### config.mk
export PLATFORM = sky130hd
export DESIGN_NAME = input_link_router_dispatch
export DESIGN_NICKNAME = d
export VERILOG_FILES = /design/src/rtl/input_link_router_dispatch.sv
export SDC_FILE = /design/constraint.sdc
export NUM_CORES = 1
export LEC_CHECK = 0
export CORE_MARGIN = 2
export CORE_UTILIZATION = 35
export CTS_CLUSTER_DIAMETER = 100
export DETAILED_ROUTE_END_ITERATION = 8
export PLACE_DENSITY = 0.65
export SYNTH_ARGS = -nofsm -noshare
export SYNTH_HDL_FRONTEND = slang
export SYNTH_SLANG_ARGS = --single-unit
### constraint.sdc
create_clock -name clk -period 6.2 [get_ports clk]
set_input_delay 1.24 -clock clk [delete_from_list [all_inputs] [get_ports clk]]
set_output_delay 1.24 -clock clk [all_outputs]
set_load 0.02 [all_outputs]
### src/rtl/input_link_router_dispatch.sv
// Dispatch stage after the input link router ingress: decodes each TLP's destination and
// serialises its header DWs, then payload DWs, into one subunit input buffer or the transmit link.
module input_link_router_dispatch #(
    parameter int DATA_WIDTH       = 32,
    parameter int SUBUNIT_QUANTITY = 4,
    parameter int LINK_NUMBER      = 0,
    parameter int DEST_LSB         = 0
) (
    input  logic                  clk,
    input  logic                  rst_n,
    input  logic [127:0]          header_in,
    input  logic [DATA_WIDTH-1:0] payload_in,
    input  logic                  in_ready,
    output logic                  next_ready,
    input  logic [3:0]            hardware_subunit_input_buffer_full,
    input  logic                  transmit_link_output_buffer_full,
    output logic [DATA_WIDTH-1:0] sub_data,
    output logic [3:0]            sub_wr,
    output logic                  sub_last,
    output logic [DATA_WIDTH-1:0] tx_data,
    output logic                  tx_wr,
    output logic                  tx_last,
    output logic [7:0]            link_id,
    output logic                  busy
);
    typedef enum logic [1:0] {IDLE, HDR, PAY} state_t;

    state_t       state;
    logic [127:0] hdr_q;
    logic [1:0]   idx_q;
    logic [10:0]  cnt_q;
    logic         is_4dw_q;
    logic         has_data_q;
    logic         to_tx_q;
    logic [1:0]   sub_sel_q;
    logic         ready_q;

    logic [2:0]            cap_fmt;
    logic [7:0]            cap_dest;
    logic                  cap_to_tx;
    logic [10:0]           cap_len;
    logic                  dest_full;
    logic [1:0]            last_idx;
    logic                  beat_valid;
    logic                  beat_last;
    logic [DATA_WIDTH-1:0] beat_data;

    // Routing DW is DW3 for 4DW headers, DW2 otherwise.
    assign cap_fmt   = header_in[31:29];
    assign cap_dest  = cap_fmt[0] ? header_in[96+DEST_LSB +: 8] : header_in[64+DEST_LSB +: 8];
    assign cap_to_tx = {24'd0, cap_dest} >= 32'(SUBUNIT_QUANTITY);
    assign cap_len   = (header_in[9:0] == 10'd0) ? 11'd1024 : {1'b0, header_in[9:0]};

    assign dest_full  = to_tx_q ? transmit_link_output_buffer_full
                                : hardware_subunit_input_buffer_full[sub_sel_q];
    assign last_idx   = is_4dw_q ? 2'd3 : 2'd2;
    assign next_ready = ready_q && (state == IDLE || (state == PAY && !dest_full));
    assign busy       = (state != IDLE);
    assign link_id    = 8'(LINK_NUMBER);

    always_comb begin
        // NOTE: every output of this block gets a default first, so no path can infer a latch.
        beat_valid = 1'b0;
        beat_last  = 1'b0;
        beat_data  = hdr_q[32*idx_q +: 32];
        case (state)
            HDR: begin
                beat_valid = !dest_full;
                beat_last  = !has_data_q && (idx_q == last_idx);
            end
            PAY: begin
                beat_valid = in_ready && !dest_full;
                beat_last  = (cnt_q == 11'd1);
                beat_data  = payload_in;
            end
            default: ;
        endcase
    end

    // NOTE: non-blocking assignments throughout, so every register samples pre-edge values.
    always_ff @(posedge clk or negedge rst_n) begin
        if (!rst_n) begin
            state      <= IDLE;
            // NOTE: the header register is cleared too, so a stale header can never be strobed.
            hdr_q      <= '0;
            idx_q      <= '0;
            cnt_q      <= '0;
            is_4dw_q   <= 1'b0;
            has_data_q <= 1'b0;
            to_tx_q    <= 1'b0;
            sub_sel_q  <= '0;
            ready_q    <= 1'b0;
            sub_data   <= '0;
            sub_wr     <= '0;
            sub_last   <= 1'b0;
            tx_data    <= '0;
            tx_wr      <= 1'b0;
            tx_last    <= 1'b0;
        end else begin
            ready_q  <= 1'b1;
            sub_wr   <= '0;
            tx_wr    <= 1'b0;
            sub_last <= 1'b0;
            tx_last  <= 1'b0;
            if (beat_valid) begin
                if (to_tx_q) begin
                    tx_wr   <= 1'b1;
                    tx_data <= beat_data;
                    tx_last <= beat_last;
                end else begin
                    sub_wr   <= 4'b0001 << sub_sel_q;
                    sub_data <= beat_data;
                    sub_last <= beat_last;
                end
            end
            case (state)
                IDLE: if (in_ready && next_ready) begin
                    hdr_q      <= header_in;
                    is_4dw_q   <= cap_fmt[0];
                    has_data_q <= cap_fmt[1];
                    cnt_q      <= cap_len;
                    to_tx_q    <= cap_to_tx;
                    sub_sel_q  <= cap_dest[1:0];
                    idx_q      <= '0;
                    state      <= HDR;
                end
                HDR: if (beat_valid) begin
                    idx_q <= idx_q + 2'd1;
                    if (idx_q == last_idx) state <= has_data_q ? PAY : IDLE;
                end
                PAY: if (beat_valid) begin
                    cnt_q <= cnt_q - 11'd1;
                    if (cnt_q == 11'd1) state <= IDLE;
                end
                default: state <= IDLE;
            endcase
        end
    end
endmodule

==> insert_results.sql, run 1 <==
INSERT INTO impl_metrics (metric_group, metric, value, unit) VALUES
('clocking', 'tritoncts_num_sinks', '218', ''),
('clocking', 'cts-root-to-sink-buffers', '3', ''),
('run_status', 'outcome', 'completed', ''),
('yosys', 'synth_cells', '740', ''),
('drt', 'routedWlPerCell', '18.9', 'um'),
('setup_path', 'startpoint_class_of_the_critical_path', 'input port', ''),
('layout', 'final.fill_count', '2458', ''),
('drt', 'totalWireLength', '25100', 'um'),
('clocking', 'post-cts-setup-buffer-count', '0', ''),
('die', 'core_region_area', '27000', 'sq um'),
('global_route', 'vias_in_the_first_global_route', '7123', ''),
('setup_path', 'critPathMostFrequentCell', 'clkdlybuf4s50_1', ''),
('yosys', 'synthMostInstantiatedCell', 'dfrtp_1', ''),
('clocking', 'deepest_level_of_the_cts_h_tree', '1', ''),
('global_route', 'global_route_wire_length_before_repair', '39700', 'um'),
('layout', 'area_growth', '36.5', '%'),
('setup_path', 'path_buf_inv', '2', ''),
('die', 'dieHeight', '170', 'um'),
('global_route', 'grt_overflow', '0', ''),
('placed_design', 'placedCellCount', '1282', ''),
('setup_path', 'path_class', 'in -> out', ''),
('setup_path', 'worstReg2RegEnd', 'tx_data[18]$_DFFE_PN0P_', ''),
('yosys', 'ys_types', '54', ''),
('clocking', 'clock_insertion_delay_worst_skew', '520', 'ps'),
('drt', 'drtPass1Iterations', '4', ''),
('sta', 'final_critical_path_share_of_the_clock_period', '0.776', ''),
('die', 'floorplan.die_area', '29000', 'sq um'),
('clocking', 'ctsRootBufferMaster', 'clkbuf_16', ''),
('layout', 'drive_gt1_frac', '0.225', ''),
('pwr', 'power.ir.vdd_worst', '0.000240', 'V'),
('setup_path', 'crit_required', '4960', 'ps'),
('sta', 'setup-violations-final', '0', ''),
('sta', 'max_freq', '0.208', 'GHz'),
('sta', 'worstMarginPinSlew', '1060', 'ps'),
('global_route', 'grt_start_max_net_pins', '121', ''),
('pwr', 'power_per_cell_area', '493', 'nW/um^2'),
('die', 'io_pins', '249', ''),
('sta', 'rsz0062_at_grt', 'no', ''),
('layout', 'nNetsFinal', '1142', ''),
('layout', 'final_core_utilization', '0.489', ''),
('die', 'start_util', '0.358', ''),
('yosys', 'synthFlopType', 'dfrtp_1', ''),
('yosys', 'synthDominantCellAreaShare', '0.564', ''),
('drt', 'antenna_violating_nets_post_route', '0', ''),
('setup_path', 'worst_r2r_path_depth', '8', ''),
('setup_path', 'cell_family_contributing_the_most_delay_on_the_critical_path', 'buffers and inverters', ''),
('global_route', 'antenna_found_initial', '2', ''),
('sta', 'final_period_minus_worst_setup_slack', '4810', 'ps'),
('drt', 'drt_iter0_drc', '312', ''),
('yosys', 'synth_warnings', '0', ''),
('drt', 'drt_drc_violations_left', '0', ''),
('placed_design', 'detailedPlace.worstSlack', '1380', 'ps'),
('setup_path', 'critical_path.endpoint_type', 'primary output', ''),
('setup_path', 'cpPeakStageDelay', '720', 'ps'),
('die', 'fp-row-count', '60', ''),
('clocking', 'path_clk_slew', '60', 'ps'),
('clocking', 'cts-resized-gates', '0', ''),
('pwr', 'cellLeakagePower', '5.65', 'nW'),
('worst_hold_path', 'hold_depth', '2', ''),
('sta', 'final_hold_viol_count', '0', ''),
('placed_design', 'placement.io_buffers', '240', ''),
('setup_path', 'worst-r2r-setup-slack', '3520', 'ps'),
('clocking', 'cts_made_buffers', '25', ''),
('yosys', 'synthesis.area', '9680', 'sq um'),
('yosys', 'postSynth.asyncResetShare', '1.00', ''),
('setup_path', 'worstPathMaxFanout', '9', ''),
('worst_hold_path', 'holdCritPathClass', 'reg -> reg', ''),
('sta', 'headroom_to_the_max_slew_limit', '0.292', ''),
('setup_path', 'worstPathCellList', 'clkdlybuf4s50_1 > mux4_2 > a211o_1 > a21boi_0 > clkdlybuf4s50_1', ''),
('die', 'die_x', '170', 'um'),
('yosys', 'sequential_to_total_area_share_from_yosys_stat', '0.564', '');
sequential cells by signal, summed over array words and instances, names as in the netlist:
name / flops
state: 2
tx_wr: 1
ready_q: 1
sub_last: 1
tx_data: 32
idx_q: 2
tx_last: 1
sub_data: 32
sub_wr: 4
cnt_q: 11
hdr_q: 128
sub_sel_q: 2
to_tx_q: 1
worst reg2reg max path, stage by stage (launching register included):
cell and delay, ps:
dfrtp_1 390, inv_1 110, ha_1 490, a21o_1 180
nand2_1 90, or3_2 640, buf_4 400, nand2_1 150
o21ai_0 80
power breakdown:
part	total [mW]	internal, mW	leakage, nW	switching (mW)
logic	2.49	1.37	2.63	1.12
registers	2.56	2.11	2.61	0.442
clock network	1.47	0.893	0.413	0.580
layer usage:
metal | vias up | GRT usage | wire [um]
met5 | - | 0 | 0
met4 | 0 | 0.0784 | 1000
met3 | 54 | 0.0342 | 1300
met2 | 190 | 0.284 | 12100
met1 | 3336 | 0.230 | 10700
li1 | 3114 | - | -
kinds of logic after synthesis:
kind of cell	share of synthesized area
AOI/OAI and AO/OA	0.0673
xor gates and xnor gates	0.00271
adders and majority gates	0.00775
buffers and inverters	0.0302
DFF	0.564
muxes	0.265
other	0.000776
and+or+nand+nor	0.0631
worst max path at each step:
stage,start,to,slack (ps),depth (start not counted)
after floorplan,hardware_subunit_input_buffer_full[3],next_ready,2290,4
after global placement,hardware_subunit_input_buffer_full[3],next_ready,1390,5
after detailed placement,hardware_subunit_input_buffer_full[3],next_ready,1380,5
after CTS,hardware_subunit_input_buffer_full[3],next_ready,1380,5
after global routing,hardware_subunit_input_buffer_full[3],next_ready,1270,5
final,hardware_subunit_input_buffer_full[3],next_ready,1390,5
layout by cell type (no fill, tap or decap), drive strengths merged, types with 33 or more instances in the layout:
cell type      netlist  routed
mux2               130     130
clkbuf              37      36
dfrtp              218     218
mux4                33      33
o21ai               44      44
nor2                50      50
mux2i               35      35
clkdlybuf4s50        0     239
a21oi               37      37
nand2               48      48
through the flow:
step	power [mW]	hold slack [ps]	cell area, sq um
6_report	6.52	475	13200
5_1_grt	6.95	499	13200
4_1_cts	6.60	482	13200
3_5_place_dp	5.10	469	12400
3_3_place_gp	5.03	461	12400
2_1_floorplan	4.12	445	9710
cell type report:
class                   count  area, sq um  share of cell area
diodes                      2         5.00            0.000379
clock buffers              36          727              0.0550
multi-input cells         464         3980               0.301
inverters                  11         41.3             0.00313
clock inverters             9         95.1             0.00720
flip-flops and latches    218         5460               0.413
repair buffers            248         2480               0.188
well taps                 341          427              0.0323
No activity file was read; power rests on OpenSTA's default activity.
==> run 2, diff against run 1 <==
clock period = 4.8 ns   (was 6.2 ns; I/O delays follow)
==> run 2 against run 1 <==
Net effect: combinational power rose by 29%; setup slack lost 820 ps; clock skew is 5.9 ps higher; sequential share of layout area rose by 0.19 points; clock-buffer cell count is 1 higher; routed wire length up 0.38%; critical path depth unchanged; sequential power increased by 30%; via count increased by 0.24%; core utilization decreased by 0.23 points; clock power rose by 20%; first-iteration DRC count fell by 15%; critical path type unchanged.
==> insert_results.sql, run 2 (same netlist as run 1, synthesis figures left out) <==
INSERT INTO impl_metrics (metric_group, metric, value, unit) VALUES
('clocking', 'cts_tree', 'built', ''),
('layout', 'stdcell_area', '13100', 'sq um'),
('setup_path', 'worstPathCellList', 'clkdlybuf4s50_1 > mux4_2 > a211o_1 > a21boi_0 > clkdlybuf4s50_1', ''),
('clocking', 'deepest_level_of_the_cts_h_tree', '1', ''),
('global_route', 'groute.layer.met2.usage', '0.300', ''),
('clocking', 'cts_made_buffers', '24', ''),
('drt', 'drt_iter0_drc', '266', ''),
('worst_hold_path', 'holdCritPathClass', 'reg -> reg', ''),
('layout', 'area_growth', '35.8', '%'),
('global_route', 'grt_util_all_layers', '0.174', ''),
('drt', 'drt_drc_violations_left', '0', ''),
('placed_design', 'place_congestion', '0.822', ''),
('sta', 'clock-skew-final', '13.8', 'ps'),
('pwr', 'power_frac_clock', '0.213', ''),
('die', 'start_util', '0.358', ''),
('sta', 'setup-violations-final', '0', ''),
('global_route', 'grt_use_met3', '0.0344', ''),
('pwr', 'pwr-share-comb', '0.387', ''),
('clocking', 'cts-root-to-sink-buffers', '3', ''),
('drt', 'via_per_inst', '5.06', ''),
('global_route', 'grt_overflow', '0', ''),
('sta', 'setup_tns', '0', 'ps'),
('global_route', 'global_route_wire_length_before_repair', '39200', 'um'),
('layout', 'leading_cell_type_in_the_layout_fill_and_taps_excluded', 'clkdlybuf4s50_1', ''),
('sta', 'final_critical_path_share_of_the_clock_period', '0.882', ''),
('setup_path', 'worstPathMaxFanout', '9', ''),
('drt', 'routedWlPerCell', '19.0', 'um'),
('die', 'fp-row-count', '60', ''),
('die', 'floorplan.die_area', '29000', 'sq um'),
('run_status', 'outcome', 'completed', ''),
('layout', 'most-common-layout-cells', 'clkdlybuf4s50_1 (239), dfrtp_1 (216), mux2_2 (129), nor2_1 (49), nand2_1 (48)', ''),
('pwr', 'switching_share', '0.333', ''),
('setup_path', 'startpoint_class_of_the_critical_path', 'input port', ''),
('placed_design', 'hpwlAfterDp', '17400', 'um'),
('global_route', 'antenna_found_initial', '1', ''),
('placed_design', 'placement.io_buffers', '240', ''),
('setup_path', 'cpPeakStageDelay', '680', 'ps'),
('clocking', 'post-cts-setup-buffer-count', '0', ''),
('clocking', 'cts-resized-gates', '0', ''),
('pwr', 'switching_power', '2.76', 'mW'),
('die', 'core_region_area', '27000', 'sq um'),
('layout', 'nNetsFinal', '1143', ''),
('layout', 'drive_gt1_frac', '0.222', ''),
('layout', 'top_register', 'hdr_q', ''),
('placed_design', 'placedCellCount', '1284', ''),
('sta', 'rsz0062_at_grt', 'no', ''),
('sta', 'final_hold_viol_count', '0', ''),
('clocking', 'path_clk_slew', '60', 'ps'),
('die', 'die_x', '170', 'um'),
('drt', 'totalWireLength', '25200', 'um'),
('drt', 'drtPass1Iterations', '4', ''),
('global_route', 'grt_start_max_net_pins', '121', ''),
('job', 'cap_viol_max_count', '0', ''),
('clocking', 'post_cts_hold_buffer_count', '0', ''),
('pwr', 'cellLeakagePower', '5.61', 'nW'),
('sta', 'final_period_minus_worst_setup_slack', '4230', 'ps'),
('pwr', 'intPower', '5.53', 'mW'),
('setup_path', 'crit_required', '3840', 'ps'),
('sta', 'max_freq', '0.236', 'GHz'),
('sta', 'worstMarginPinSlew', '1080', 'ps'),
('sta', 'slew_violations', '0', ''),
('pwr', 'pwr-share-seq', '0.401', ''),
('die', 'dieHeight', '170', 'um'),
('drt', 'antenna_violating_nets_post_route', '0', ''),
('setup_path', 'worst_ep_arrival_time', '3270', 'ps'),
('layout', 'finalNonFillerCells', '1327', ''),
('setup_path', 'critical_path.endpoint_type', 'primary output', ''),
('drt', 'route.vias.total', '6710', ''),
('setup_path', 'critPathMostFrequentCell', 'clkdlybuf4s50_1', ''),
('pwr', 'power.ir.vdd_worst', '0.000289', 'V'),
('die', 'io_pins', '249', ''),
('clocking', 'ctsRootBufferMaster', 'clkbuf_16', ''),
('sta', 'headroom_to_the_max_slew_limit', '0.281', ''),
('global_route', 'grt_most_used_layer', 'met2', ''),
('global_route', 'vias_in_the_first_global_route', '6983', ''),
('pwr', 'power_per_cell_area', '630', 'nW/um^2'),
('setup_path', 'path_class', 'in -> out', ''),
('clocking', 'tritoncts_num_sinks', '218', ''),
('global_route', 'met1_grt_util', '0.222', ''),
('layout', 'largest_register_ff_count', '128', ''),
('placed_design', 'placed_area', '12400', 'sq um'),
('clocking', 'clock_insertion_delay_worst_skew', '510', 'ps'),
('setup_path', 'worst_path_max_delay_cell', 'clkdlybuf4s50_1', ''),
('layout', 'layout_top_registers', 'hdr_q x128, sub_data x32, tx_data x32', '');
==> run 2: changes by cell type in the layout (fill, tap and decap cells not counted), sizes merged <==
cell | before | now
clkinv | 7 | 4
buf | 9 | 11
bufinv | 2 | 0
clkbuf | 36 | 37
clkinvlp | 0 | 1
diode | 2 | 1
==> run 2: metrics by stage <==
stage	total power [mW]	utilization	setup WS (ps)	hold slack, ps
2_1_floorplan	5.33	-	1450	445
3_3_place_gp	6.49	0.459	552	461
3_5_place_dp	6.59	0.459	560	469
4_1_cts	8.40	0.486	549	483
5_1_grt	8.83	0.487	464	496
6_report	8.29	0.487	566	474
==> run 2: critical path, delay by kind of cell <==
kind	cells	cell delay, ps
buf+inv	2	1070
compound gates	2	690
mux	1	530
==> run 2: final cells by class <==
type / instances / area (sq um)
fill: 2444 / 13900
sequential: 218 / 5460
multi-input combinational: 464 / 3980
timing repair buffer: 250 / 2490
clock buffer: 37 / 721
tap: 341 / 427
inverter: 11 / 41.3
clock inverter: 5 / 27.5
antenna: 1 / 2.50
==> run 2: final timing paths <==
path,cells past startpoint,from,slack (ps),endpoint
max,5,hardware_subunit_input_buffer_full[3],570,next_ready
min,2,tx_data[1]$_DFFE_PN0P_,470,tx_data[1]$_DFFE_PN0P_
max reg2reg,8,state[0]$_DFFE_PN0P_,2140,tx_data[14]$_DFFE_PN0P_
min reg2reg,2,tx_data[1]$_DFFE_PN0P_,470,tx_data[1]$_DFFE_PN0P_
max in group asynchronous,2,rst_n,3160,tx_data[8]$_DFFE_PN0P_
min in group asynchronous,1,rst_n,530,hdr_q[25]$_DFFE_PN0P_
==> run 2: power by group through the flow <==
stage | clock [mW] | sequential (mW) | combinational (mW)
after detailed placement | 0 | 3.35 | 3.24
after global routing | 1.90 | 3.45 | 3.48
final | 1.76 | 3.32 | 3.20
after global placement | 0 | 3.32 | 3.17
after floorplan | 0 | 3.43 | 1.90
after CTS | 1.82 | 3.33 | 3.25
==> run 2: routing by layer <==
layer,wire [um],part of all wire
met1,10700,0.43
met2,12600,0.50
met3,1340,0.053
met4,551,0.022
met5,0,0
==> run 3, diff against run 2 <==
GPL_TIMING_DRIVEN = 1   (was default)
MAX_ROUTING_LAYER = met4   (was default)
==> run 3 against run 2 <==
Net effect: sequential share of layout area is the same; via count down 0.34%; sequential power about the same; total power is essentially flat; cell count stayed put; cell area is the same; clock power barely moved; largest power group unchanged; core utilization unchanged; critical path depth did not move; register-to-register slack barely moved; setup slack better by 14 ps; clock-buffer cell count unchanged.
==> insert_results.sql, run 3 (same netlist as run 1, synthesis figures left out) <==
INSERT INTO impl_metrics (metric_group, metric, value, unit) VALUES
('die', 'start_util', '0.358', ''),
('die', 'core_region_area', '27000', 'sq um'),
('setup_path', 'critical_path.endpoint_type', 'primary output', ''),
('setup_path', 'worstPathMaxFanout', '9', ''),
('worst_hold_path', 'holdCritPathClass', 'reg -> reg', ''),
('layout', 'finalNonFillerCells', '1327', ''),
('die', 'floorplan.die_area', '29000', 'sq um'),
('sta', 'final_period_minus_worst_setup_slack', '4220', 'ps'),
('sta', 'headroom_to_the_max_slew_limit', '0.289', ''),
('sta', 'setup-violations-final', '0', ''),
('clocking', 'post-cts-setup-buffer-count', '0', ''),
('layout', 'largest_register_ff_count', '128', ''),
('global_route', 'groute.layer.met2.usage', '0.299', ''),
('setup_path', 'path_class', 'in -> out', ''),
('setup_path', 'cpPeakStageDelay', '690', 'ps'),
('die', 'die_x', '170', 'um'),
('run_status', 'outcome', 'completed', ''),
('clocking', 'cts-resized-gates', '0', ''),
('layout', 'ff_latch_area', '5460', 'sq um'),
('pwr', 'power.ir.vdd_worst', '0.000290', 'V'),
('drt', 'routedWlPerCell', '19.0', 'um'),
('clocking', 'clock_insertion_delay_worst_skew', '510', 'ps'),
('placed_design', 'placement.io_buffers', '240', ''),
('setup_path', 'critPathMostFrequentCell', 'clkdlybuf4s50_1', ''),
('global_route', 'met1_grt_util', '0.226', ''),
('drt', 'route.vias.total', '6687', ''),
('sta', 'worstMarginPinSlew', '1070', 'ps'),
('layout', 'area_growth', '35.8', '%'),
('layout', 'top_register', 'hdr_q', ''),
('sta', 'final_critical_path_share_of_the_clock_period', '0.879', ''),
('layout', 'most-common-layout-cells', 'clkdlybuf4s50_1 (239), dfrtp_1 (216), mux2_2 (129), nor2_1 (49), nand2_1 (48)', ''),
('layout', 'layout_top_registers', 'hdr_q x128, sub_data x32, tx_data x32', ''),
('sta', 'setup_tns', '0', 'ps'),
('job', 'cap_viol_max_count', '0', ''),
('placed_design', 'placedCellCount', '1284', ''),
('clocking', 'tritoncts_num_sinks', '218', ''),
('sta', 'clock-skew-final', '11.0', 'ps'),
('clocking', 'cts_tree', 'built', ''),
('clocking', 'ctsRootBufferMaster', 'clkbuf_16', ''),
('global_route', 'global_route_wire_length_before_repair', '39200', 'um'),
('pwr', 'power_per_cell_area', '631', 'nW/um^2'),
('drt', 'via_per_inst', '5.04', ''),
('drt', 'totalWireLength', '25200', 'um'),
('clocking', 'cts-root-to-sink-buffers', '3', ''),
('clocking', 'cts_made_buffers', '24', ''),
('setup_path', 'crit_required', '3840', 'ps'),
('setup_path', 'worstPathCellList', 'clkdlybuf4s50_1 > mux4_2 > a211o_1 > a21boi_0 > clkdlybuf4s50_1', ''),
('global_route', 'vias_in_the_first_global_route', '6985', ''),
('global_route', 'grt_start_max_net_pins', '121', ''),
('setup_path', 'worst_ep_arrival_time', '3260', 'ps'),
('sta', 'max_freq', '0.237', 'GHz'),
('layout', 'final.fill_count', '2444', ''),
('pwr', 'cellLeakagePower', '5.61', 'nW'),
('sta', 'final_hold_viol_count', '0', ''),
('global_route', 'grt_overflow', '0', ''),
('drt', 'antenna_violating_nets_post_route', '0', ''),
('die', 'dieHeight', '170', 'um'),
('clocking', 'deepest_level_of_the_cts_h_tree', '1', ''),
('clocking', 'path_clk_slew', '60', 'ps'),
('global_route', 'grt_util_all_layers', '0.179', ''),
('placed_design', 'place_congestion', '0.835', ''),
('die', 'io_pins', '249', ''),
('global_route', 'antenna_found_initial', '1', ''),
('global_route', 'grt_use_met3', '0.0316', ''),
('die', 'fp-row-count', '60', ''),
('drt', 'drt_iter0_drc', '325', ''),
('drt', 'drtPass1Iterations', '5', ''),
('layout', 'drive_gt1_frac', '0.222', ''),
('setup_path', 'worst_path_max_delay_cell', 'clkdlybuf4s50_1', ''),
('layout', 'area_occupied_by_multi_input_gates', '3980', 'sq um'),
('clocking', 'post_cts_hold_buffer_count', '0', ''),
('placed_design', 'hpwlAfterDp', '17400', 'um'),
('setup_path', 'startpoint_class_of_the_critical_path', 'input port', ''),
('layout', 'leading_cell_type_in_the_layout_fill_and_taps_excluded', 'clkdlybuf4s50_1', ''),
('sta', 'rsz0062_at_grt', 'no', ''),
('sta', 'slew_violations', '0', ''),
('global_route', 'grt_most_used_layer', 'met2', ''),
('drt', 'drt_drc_violations_left', '0', ''),
('layout', 'nNetsFinal', '1143', '');
-- run 3: cell counts in the layout (fill, tap and decap cells not counted) --
No cell type changed its count.
-- run 3: routing by layer --
layer	up-vias	wire (um)
met2	183	12600
li1	3108	-
met4	0	561
met1	3362	10800
met3	34	1260
met5	-	0
-- run 3: final timing paths --
| path | start | end | slack [ps] | cells past startpoint |
|---|---|---|---|---|
| max in group asynchronous | rst_n | tx_data[5]$_DFFE_PN0P_ | 3180 | 2 |
| setup / recovery | hardware_subunit_input_buffer_full[3] | next_ready | 580 | 5 |
| hold reg to reg | tx_data[1]$_DFFE_PN0P_ | tx_data[1]$_DFFE_PN0P_ | 470 | 2 |
| hold / removal | tx_data[1]$_DFFE_PN0P_ | tx_data[1]$_DFFE_PN0P_ | 470 | 2 |
| min in group asynchronous | rst_n | hdr_q[25]$_DFFE_PN0P_ | 540 | 1 |
| setup reg to reg | state[0]$_DFFE_PN0P_ | tx_data[14]$_DFFE_PN0P_ | 2130 | 8 |
-- run 3: cell type report --
cell class                 instances  share of cell area
antenna                            1            0.000190
clock buffer                      37              0.0548
clock inverter                     5             0.00209
inverter                          11             0.00314
multi-input combinational        464               0.303
sequential                       218               0.415
tap                              341              0.0324
timing repair buffer             250               0.190
-- run 3: critical path: cells and delay by family --
family,cells,cell delay [ps]
multiplexers,1,530
buffers and inverters,2,1080
AO/OA/AOI/OAI,2,680
-- run 3: report_power, final --
part	internal [mW]	switching (mW)
logic	1.77	1.43
clock network	1.03	0.739
registers	2.73	0.591
total	5.53	2.77
-- run 3: stage by stage --
step,power [mW],instance area [sq um],setup slack (ps),utilization,hold WS (ps)
after floorplan,5.33,9710,1450,-,445
after global placement,6.49,12400,552,0.459,461
after detailed placement,6.59,12400,560,0.459,469
after CTS,8.40,13100,549,0.486,483
after global routing,8.83,13100,464,0.487,496
final,8.29,13100,580,0.487,474
